<file path="src/rtl/avmm_page_arbiter_if.sv">
// Paged Avalon-MM link: one requester-side or slave-side port of the page arbiter.
// A beat transfers when read or write is high and waitrequest is low; readdatavalid is a one-cycle strobe with no backpressure.
interface avmm_page_arbiter_if #(
    parameter int AW         = 16,
    parameter int DW         = 64,
    parameter int MAX_BURST  = 4,
    parameter int PAGE_COUNT = 4
);
    localparam int BCW = $clog2(MAX_BURST) + 1;
    localparam int PCW = (PAGE_COUNT > 1) ? $clog2(PAGE_COUNT) : 1;

    logic [AW-1:0]   address;
    logic [PCW-1:0]  page;
    logic            read;
    logic            write;
    logic [DW-1:0]   writedata;
    logic [DW/8-1:0] byteenable;
    logic [BCW-1:0]  burstcount;
    logic            waitrequest;
    logic [DW-1:0]   readdata;
    logic            readdatavalid;

    modport master (
        output address, page, read, write, writedata, byteenable, burstcount,
        input  waitrequest, readdata, readdatavalid
    );

    modport slave (
        input  address, page, read, write, writedata, byteenable, burstcount,
        output waitrequest, readdata, readdatavalid
    );
endinterface

</file>
<file path="src/rtl/avmm_page_arbiter.sv">
// Two-requester round-robin arbiter in front of one paged Avalon-MM slave.
// One transaction outstanding; the grant is held until the whole burst (write beats or read returns) completes.
module avmm_page_arbiter #(
    parameter int AW         = 16,
    parameter int DW         = 64,
    parameter int MAX_BURST  = 4,
    parameter int PAGE_COUNT = 4
) (
    input  logic                clock,
    input  logic                reset,
    avmm_page_arbiter_if.slave  m0,
    avmm_page_arbiter_if.slave  m1,
    avmm_page_arbiter_if.master s,
    output logic [1:0]          dbg_state,
    output logic                dbg_grant,
    output logic                dbg_last_grant
);
    localparam int BCW = $clog2(MAX_BURST) + 1;
    localparam int PCW = (PAGE_COUNT > 1) ? $clog2(PAGE_COUNT) : 1;
    localparam logic [BCW-1:0] ONE_BEAT = 1;

    typedef enum logic [1:0] {
        IDLE   = 2'd0,
        CMD    = 2'd1,
        WBURST = 2'd2,
        RWAIT  = 2'd3
    } state_t;

    state_t         state, state_nxt;
    logic           grant, grant_nxt;
    logic           last_grant, last_grant_nxt;
    logic [BCW-1:0] remaining, remaining_nxt;

    logic           req0, req1;
    logic [AW-1:0]  g_address;
    logic [PCW-1:0] g_page;
    logic           g_read, g_write;
    logic [DW-1:0]  g_writedata;
    logic [DW/8-1:0] g_byteenable;
    logic [BCW-1:0] g_burstcount;
    logic [BCW-1:0] g_beats;
    logic           g_wait, g_rdv;
    logic           fwd_read, fwd_write;
    logic           cmd_accept;

    assign req0 = m0.read | m0.write;
    assign req1 = m1.read | m1.write;

    // Granted requester's command, selected combinationally straight onto the slave bus.
    assign g_address    = grant ? m1.address    : m0.address;
    assign g_page       = grant ? m1.page       : m0.page;
    assign g_read       = grant ? m1.read       : m0.read;
    assign g_write      = grant ? m1.write      : m0.write;
    assign g_writedata  = grant ? m1.writedata  : m0.writedata;
    assign g_byteenable = grant ? m1.byteenable : m0.byteenable;
    assign g_burstcount = grant ? m1.burstcount : m0.burstcount;

    assign g_beats    = (g_burstcount == '0) ? ONE_BEAT : g_burstcount;
    assign cmd_accept = (g_read | g_write) & ~s.waitrequest;

    always_ff @(posedge clock) begin
        if (reset) begin
            state      <= IDLE;
            grant      <= 1'b0;
            last_grant <= 1'b1;
            remaining  <= '0;
        end else begin
            state      <= state_nxt;
            grant      <= grant_nxt;
            last_grant <= last_grant_nxt;
            remaining  <= remaining_nxt;
        end
    end

    always_comb begin
        state_nxt      = state;
        grant_nxt      = grant;
        last_grant_nxt = last_grant;
        remaining_nxt  = remaining;
        fwd_read       = 1'b0;
        fwd_write      = 1'b0;
        g_wait         = 1'b1;
        g_rdv          = 1'b0;
        unique case (state)
            IDLE: begin
                if (req0 | req1) begin
                    state_nxt = CMD;
                    if (req0 & req1) begin
                        grant_nxt = ~last_grant;
                    end else begin
                        grant_nxt = req1;
                    end
                end
            end
            CMD: begin
                // Write wins when both strobes are high; the read is simply not forwarded.
                fwd_write = g_write;
                fwd_read  = g_read & ~g_write;
                g_wait    = s.waitrequest;
                if (cmd_accept) begin
                    if (g_write) begin
                        if (g_beats == ONE_BEAT) begin
                            state_nxt      = IDLE;
                            last_grant_nxt = grant;
                        end else begin
                            state_nxt     = WBURST;
                            remaining_nxt = g_beats - ONE_BEAT;
                        end
                    end else begin
                        state_nxt     = RWAIT;
                        remaining_nxt = g_beats;
                    end
                end
            end
            WBURST: begin
                fwd_write = g_write;
                g_wait    = s.waitrequest;
                if (g_write & ~s.waitrequest) begin
                    remaining_nxt = remaining - ONE_BEAT;
                    if (remaining == ONE_BEAT) begin
                        state_nxt      = IDLE;
                        last_grant_nxt = grant;
                    end
                end
            end
            RWAIT: begin
                g_rdv = s.readdatavalid;
                if (s.readdatavalid) begin
                    remaining_nxt = remaining - ONE_BEAT;
                    if (remaining == ONE_BEAT) begin
                        state_nxt      = IDLE;
                        last_grant_nxt = grant;
                    end
                end
            end
        endcase
    end

    assign s.address    = g_address;
    assign s.page       = g_page;
    assign s.writedata  = g_writedata;
    assign s.byteenable = g_byteenable;
    assign s.burstcount = g_burstcount;
    assign s.read       = fwd_read;
    assign s.write      = fwd_write;

    // Non-granted requester always sees a stall and never sees a read strobe.
    assign m0.waitrequest   = grant ? 1'b1 : g_wait;
    assign m1.waitrequest   = grant ? g_wait : 1'b1;
    assign m0.readdatavalid = ~grant & g_rdv;
    assign m1.readdatavalid = grant & g_rdv;
    assign m0.readdata      = s.readdata;
    assign m1.readdata      = s.readdata;

    assign dbg_state      = state;
    assign dbg_grant      = grant;
    assign dbg_last_grant = last_grant;
endmodule

</file>
<file path="src/flat_wrapper.sv">
// flat-port wrapper written by rule: the top's interface ports become plain ports
module avmm_page_arbiter_flat 
#(
    parameter int AW         = 16,
    parameter int DW         = 64,
    parameter int MAX_BURST  = 4,
    parameter int PAGE_COUNT = 4
)
  (clock, reset, dbg_state, dbg_grant, dbg_last_grant, m0_address, m0_page, m0_read, m0_write, m0_writedata, m0_byteenable, m0_burstcount, m0_waitrequest, m0_readdata, m0_readdatavalid, m1_address, m1_page, m1_read, m1_write, m1_writedata, m1_byteenable, m1_burstcount, m1_waitrequest, m1_readdata, m1_readdatavalid, s_address, s_page, s_read, s_write, s_writedata, s_byteenable, s_burstcount, s_waitrequest, s_readdata, s_readdatavalid);
  avmm_page_arbiter_if #(.AW(AW), .DW(DW), .MAX_BURST(MAX_BURST), .PAGE_COUNT(PAGE_COUNT)) m0_i ();
  avmm_page_arbiter_if #(.AW(AW), .DW(DW), .MAX_BURST(MAX_BURST), .PAGE_COUNT(PAGE_COUNT)) m1_i ();
  avmm_page_arbiter_if #(.AW(AW), .DW(DW), .MAX_BURST(MAX_BURST), .PAGE_COUNT(PAGE_COUNT)) s_i ();
  input  logic clock;
  input  logic reset;
  output logic [1:0] dbg_state;
  output logic dbg_grant;
  output logic dbg_last_grant;
  input wire logic [$bits(m0_i.address)-1:0] m0_address;
  input wire logic [$bits(m0_i.page)-1:0] m0_page;
  input wire logic [$bits(m0_i.read)-1:0] m0_read;
  input wire logic [$bits(m0_i.write)-1:0] m0_write;
  input wire logic [$bits(m0_i.writedata)-1:0] m0_writedata;
  input wire logic [$bits(m0_i.byteenable)-1:0] m0_byteenable;
  input wire logic [$bits(m0_i.burstcount)-1:0] m0_burstcount;
  output wire logic [$bits(m0_i.waitrequest)-1:0] m0_waitrequest;
  output wire logic [$bits(m0_i.readdata)-1:0] m0_readdata;
  output wire logic [$bits(m0_i.readdatavalid)-1:0] m0_readdatavalid;
  input wire logic [$bits(m1_i.address)-1:0] m1_address;
  input wire logic [$bits(m1_i.page)-1:0] m1_page;
  input wire logic [$bits(m1_i.read)-1:0] m1_read;
  input wire logic [$bits(m1_i.write)-1:0] m1_write;
  input wire logic [$bits(m1_i.writedata)-1:0] m1_writedata;
  input wire logic [$bits(m1_i.byteenable)-1:0] m1_byteenable;
  input wire logic [$bits(m1_i.burstcount)-1:0] m1_burstcount;
  output wire logic [$bits(m1_i.waitrequest)-1:0] m1_waitrequest;
  output wire logic [$bits(m1_i.readdata)-1:0] m1_readdata;
  output wire logic [$bits(m1_i.readdatavalid)-1:0] m1_readdatavalid;
  output wire logic [$bits(s_i.address)-1:0] s_address;
  output wire logic [$bits(s_i.page)-1:0] s_page;
  output wire logic [$bits(s_i.read)-1:0] s_read;
  output wire logic [$bits(s_i.write)-1:0] s_write;
  output wire logic [$bits(s_i.writedata)-1:0] s_writedata;
  output wire logic [$bits(s_i.byteenable)-1:0] s_byteenable;
  output wire logic [$bits(s_i.burstcount)-1:0] s_burstcount;
  input wire logic [$bits(s_i.waitrequest)-1:0] s_waitrequest;
  input wire logic [$bits(s_i.readdata)-1:0] s_readdata;
  input wire logic [$bits(s_i.readdatavalid)-1:0] s_readdatavalid;
  assign m0_i.address = m0_address;
  assign m0_i.page = m0_page;
  assign m0_i.read = m0_read;
  assign m0_i.write = m0_write;
  assign m0_i.writedata = m0_writedata;
  assign m0_i.byteenable = m0_byteenable;
  assign m0_i.burstcount = m0_burstcount;
  assign m0_waitrequest = m0_i.waitrequest;
  assign m0_readdata = m0_i.readdata;
  assign m0_readdatavalid = m0_i.readdatavalid;
  assign m1_i.address = m1_address;
  assign m1_i.page = m1_page;
  assign m1_i.read = m1_read;
  assign m1_i.write = m1_write;
  assign m1_i.writedata = m1_writedata;
  assign m1_i.byteenable = m1_byteenable;
  assign m1_i.burstcount = m1_burstcount;
  assign m1_waitrequest = m1_i.waitrequest;
  assign m1_readdata = m1_i.readdata;
  assign m1_readdatavalid = m1_i.readdatavalid;
  assign s_address = s_i.address;
  assign s_page = s_i.page;
  assign s_read = s_i.read;
  assign s_write = s_i.write;
  assign s_writedata = s_i.writedata;
  assign s_byteenable = s_i.byteenable;
  assign s_burstcount = s_i.burstcount;
  assign s_i.waitrequest = s_waitrequest;
  assign s_i.readdata = s_readdata;
  assign s_i.readdatavalid = s_readdatavalid;
  avmm_page_arbiter #(.AW(AW), .DW(DW), .MAX_BURST(MAX_BURST), .PAGE_COUNT(PAGE_COUNT)) u_core (.clock(clock), .reset(reset), .m0(m0_i), .m1(m1_i), .s(s_i), .dbg_state(dbg_state), .dbg_grant(dbg_grant), .dbg_last_grant(dbg_last_grant));
endmodule
</file>
<file path="config.mk">
export PLATFORM = sky130hd
export DESIGN_NAME = avmm_page_arbiter_flat
export DESIGN_NICKNAME = d
export VERILOG_FILES = /design/src/rtl/avmm_page_arbiter_if.sv /design/src/rtl/avmm_page_arbiter.sv /design/src/flat_wrapper.sv
export SDC_FILE = /design/constraint.sdc
export NUM_CORES = 1
export LEC_CHECK = 0
export CORE_AREA = 2 2 189 191
export CTS_CLUSTER_SIZE = 8
export DETAILED_ROUTE_END_ITERATION = 10
export DIE_AREA = 0 0 191 193
export HOLD_SLACK_MARGIN = 0.03
export PLACE_DENSITY_LB_ADDON = 0.1
export SETUP_SLACK_MARGIN = 0.1
export SLEW_MARGIN = 20
export SYNTH_ARGS = -nofsm -noshare
export SYNTH_HDL_FRONTEND = slang
export SYNTH_SLANG_ARGS = --single-unit
</file>
<file path="constraint.sdc">
create_clock -name clock -period 2.66 [get_ports clock]
set_input_delay 0.399 -clock clock [delete_from_list [all_inputs] [get_ports clock]]
set_output_delay 0.399 -clock clock [all_outputs]
set_load 0.03 [all_outputs]
</file>
==> results <==
[metal layers]
metal  track usage, %  wire length (um)  vias up
li1                 -                 -     1289
met1            6.565              4699     1243
met2            13.55              7829      169
met3            1.864              1287       32
met4            1.849               280        0
met5                0                 0        -
[cell usage after synthesis (2+ instances only)]
cell type,n,area (um^2)
and3_1,2,12.51
dfxtp_1,7,140.1
o21ai_0,3,15.01
nor2_1,14,52.55
mux2i_1,4,40.04
nand3_1,2,10.01
ha_1,8,100.1
a21oi_1,5,25.02
nor2b_1,2,12.51
nand3b_1,2,15.01
buf_4,128,960.9
buf_2,10,50.05
inv_1,10,37.54
nand2_1,3,11.26
nand2b_1,2,12.51
mux2_2,93,1047
[registers in the layout, indices dropped and copies added (netlist names)]
signal / flops
u_core.dbg_grant: 1
u_core.dbg_state: 2
u_core.dbg_last_grant: 1
u_core.remaining: 3
[repair_timing]
action	in CTS	in global routing
resized for setup	1	0
buffers inserted	0	0
setup endpoints to repair	1	0
[power groups by stage]
stage	Clock, mW	Sequential [mW]	Combinational (mW)
after floorplan	0	0.220	1.85
after global placement	0	0.212	2.66
after detailed placement	0	0.213	2.64
after CTS	0.269	0.212	2.65
after global routing	0.275	0.220	2.77
final	0.261	0.209	2.60
[cells by family after synthesis]
kind of cell / count (synthesis)
buffers and inverters: 151
XOR/XNOR: 2
multiplexers: 98
flip-flops: 7
AND/OR/NAND/NOR: 35
adder cells (fa/ha/maj): 8
AO/OA/AOI/OAI: 19
[final timing paths]
check	end	slack (ns)
min reg2reg	u_core.remaining[2]	0.50
max	s_write	0.20
max reg2reg	u_core.dbg_last_grant	0.54
min	u_core.remaining[2]	0.50
[metrics by stage]
step / utilization [%] / hold slack, ns / total power [mW]
2_1_floorplan: - / 0.4663 / 2.072
3_3_place_gp: 15.40 / 0.4890 / 2.871
3_5_place_dp: 15.40 / 0.4971 / 2.856
4_1_cts: 15.62 / 0.5030 / 3.136
5_1_grt: 15.62 / 0.5074 / 3.262
6_report: 15.62 / 0.5012 / 3.074
[final cells by class]
class | instances | area (um^2) | area share [%]
flip-flops and latches | 7 | 143.9 | 2.635
well taps | 461 | 576.8 | 10.56
repair buffers | 302 | 3049 | 55.83
multi-input cells | 162 | 1575 | 28.84
inverters | 10 | 37.54 | 0.6873
clock buffers | 4 | 78.83 | 1.443
[worst max-delay path: cells and delay by family (launching register included)]
family,cells,cell delay [ns]
simple gates,1,0.10
buf+inv,2,0.86
mux,1,0.37
flops,1,0.48
==> results.sh <==
export IMPL_outcome="finished clean"
export IMPL_diodes=0
export IMPL_synth_adder_area_share_pct=3.597
export IMPL_route_vias_total=2733
export IMPL_worstPathMaxFanout=39
export IMPL_setup_ws_ns=0.2026
export IMPL_dp_slack_ns=0.2000
export IMPL_cp_start_kind="flop"
export IMPL_period_share_pct=92.38
export IMPL_antenna_found_initial=0
export IMPL_hold_start="u_core.remaining[2]"
export IMPL_powerDensity_nw_per_um2=562.8
export IMPL_seqPwrFrac_pct=6.8
export IMPL_netSwitchingPower_mw=1.434
export IMPL_start_util_pct=7.958
export IMPL_place_area_um2=5384
export IMPL_fmax_ghz=0.4069
export IMPL_synth_xor_area_share_pct=0.6295
export IMPL_clock_path_buffers=2
export IMPL_arrival_ns=2.06
export IMPL_pwr_share_comb_pct=84.7
export IMPL_path_clk_slew_ns=0.04
export IMPL_synth_edff_count=0
export IMPL_mostFrequentLayoutCell="clkdlybuf4s50_1"
export IMPL_insertion_delay_ns=0.23
export IMPL_required_ns=2.26
export IMPL_worstRegToRegCells=7
export IMPL_grt_pass1_wl_um=18470
export IMPL_swShare_pct=46.67
export IMPL_critical_path_max_stage_delay_ns=0.61
export IMPL_pwr_share_clk_pct=8.5
export IMPL_tns_ns=0
export IMPL_critical_path_class="reg2out"
export IMPL_gr_usage_all_layers_pct=6.694
export IMPL_synth_main_ff_cell="dfxtp_1"
export IMPL_finalNonFillerCells=946
export IMPL_crit_path_start="u_core.dbg_grant"
export IMPL_relSlewSlack_pct=67.24
export IMPL_synth_top_family_by_area="multiplexers"
export IMPL_synth_cells=320
export IMPL_hold_path_depth=2
export IMPL_vias_per_cell=2.889
export IMPL_ys_seq_area_share_pct=5.036
export IMPL_synth_nets=586
export IMPL_max_slew_worst_pin_slew_ns=0.4896
export IMPL_syn_cell_area_um2=2783
export IMPL_path_cells="buf_12, mux2i_2, nor2b_1, clkdlybuf4s50_1"
export IMPL_placed_cells=942
export IMPL_maxSlewViolCount=0
export IMPL_rsz0062_at_grt="false"
export IMPL_wl_um=14100
export IMPL_post_drt_wl_per_cell_um=14.90
export IMPL_die_area_um2=36860
export IMPL_drt_first_pass_iters=4
export IMPL_synthArstFlopShare_pct=0
export IMPL_leakage_nw=1.886
export IMPL_cts_root_buffer="clkbuf_16"
export IMPL_fp_dieH_um=193
export IMPL_ios=489
export IMPL_layout_min_cycle_time_ns=2.457
export IMPL_finalHoldViolCount=0
export IMPL_fillCellCount=3927
export IMPL_numCtsBuffers=3
export IMPL_tritoncts="built"
export IMPL_setup_viol=0
export IMPL_synth_warnings=0
export IMPL_muxShareOfSynthArea_pct=39.57
export IMPL_drive_above_1_share_pct=23.51
export IMPL_gp_congestion=0.7349
export IMPL_cap_violations=0
export IMPL_htree_levels=1
export IMPL_clock_sinks=7
export IMPL_synth_compound_area_share_pct=6.205
export IMPL_worstSetupEndpointType="output port"
export IMPL_grt_start_max_net_pins=40
export IMPL_grt_pass1_vias=2997
export IMPL_synth_seq_cells=7
export IMPL_vdd_drop_max_mv=0.2013
export IMPL_slowest_stage="clkdlybuf4s50_1"
export IMPL_p_int_mw=1.639
export IMPL_design_core_area_um2=34960
export IMPL_cts_hold_buffers=0
export IMPL_route_detailed_drc=0
export IMPL_grt_ovfl_total=0
export IMPL_drtIter0Drc=43
export IMPL_yosys_area_share_simple_pct=6.610
export IMPL_area_delta_synth_final_pct=96.27
export IMPL_fin_nets=752
export IMPL_ant_nets=0
export IMPL_reg2reg_from="u_core.dbg_grant"
export IMPL_rows=69
export IMPL_dieWidth_um=191
export IMPL_final_area_um2=5461
export IMPL_portBuffers=296
export IMPL_synth_avg_cell_area_um2=8.696
export IMPL_synth_cell_type_count=41
export IMPL_place_hpwl_um=12480
export IMPL_fin_worst_skew_ns=0.001232
export IMPL_final_cell_mix="clkdlybuf4s50_1, mux2_2, nor2_1"
export IMPL_hold_class="reg2reg"
No activity file was read; power rests on OpenSTA's default activity.
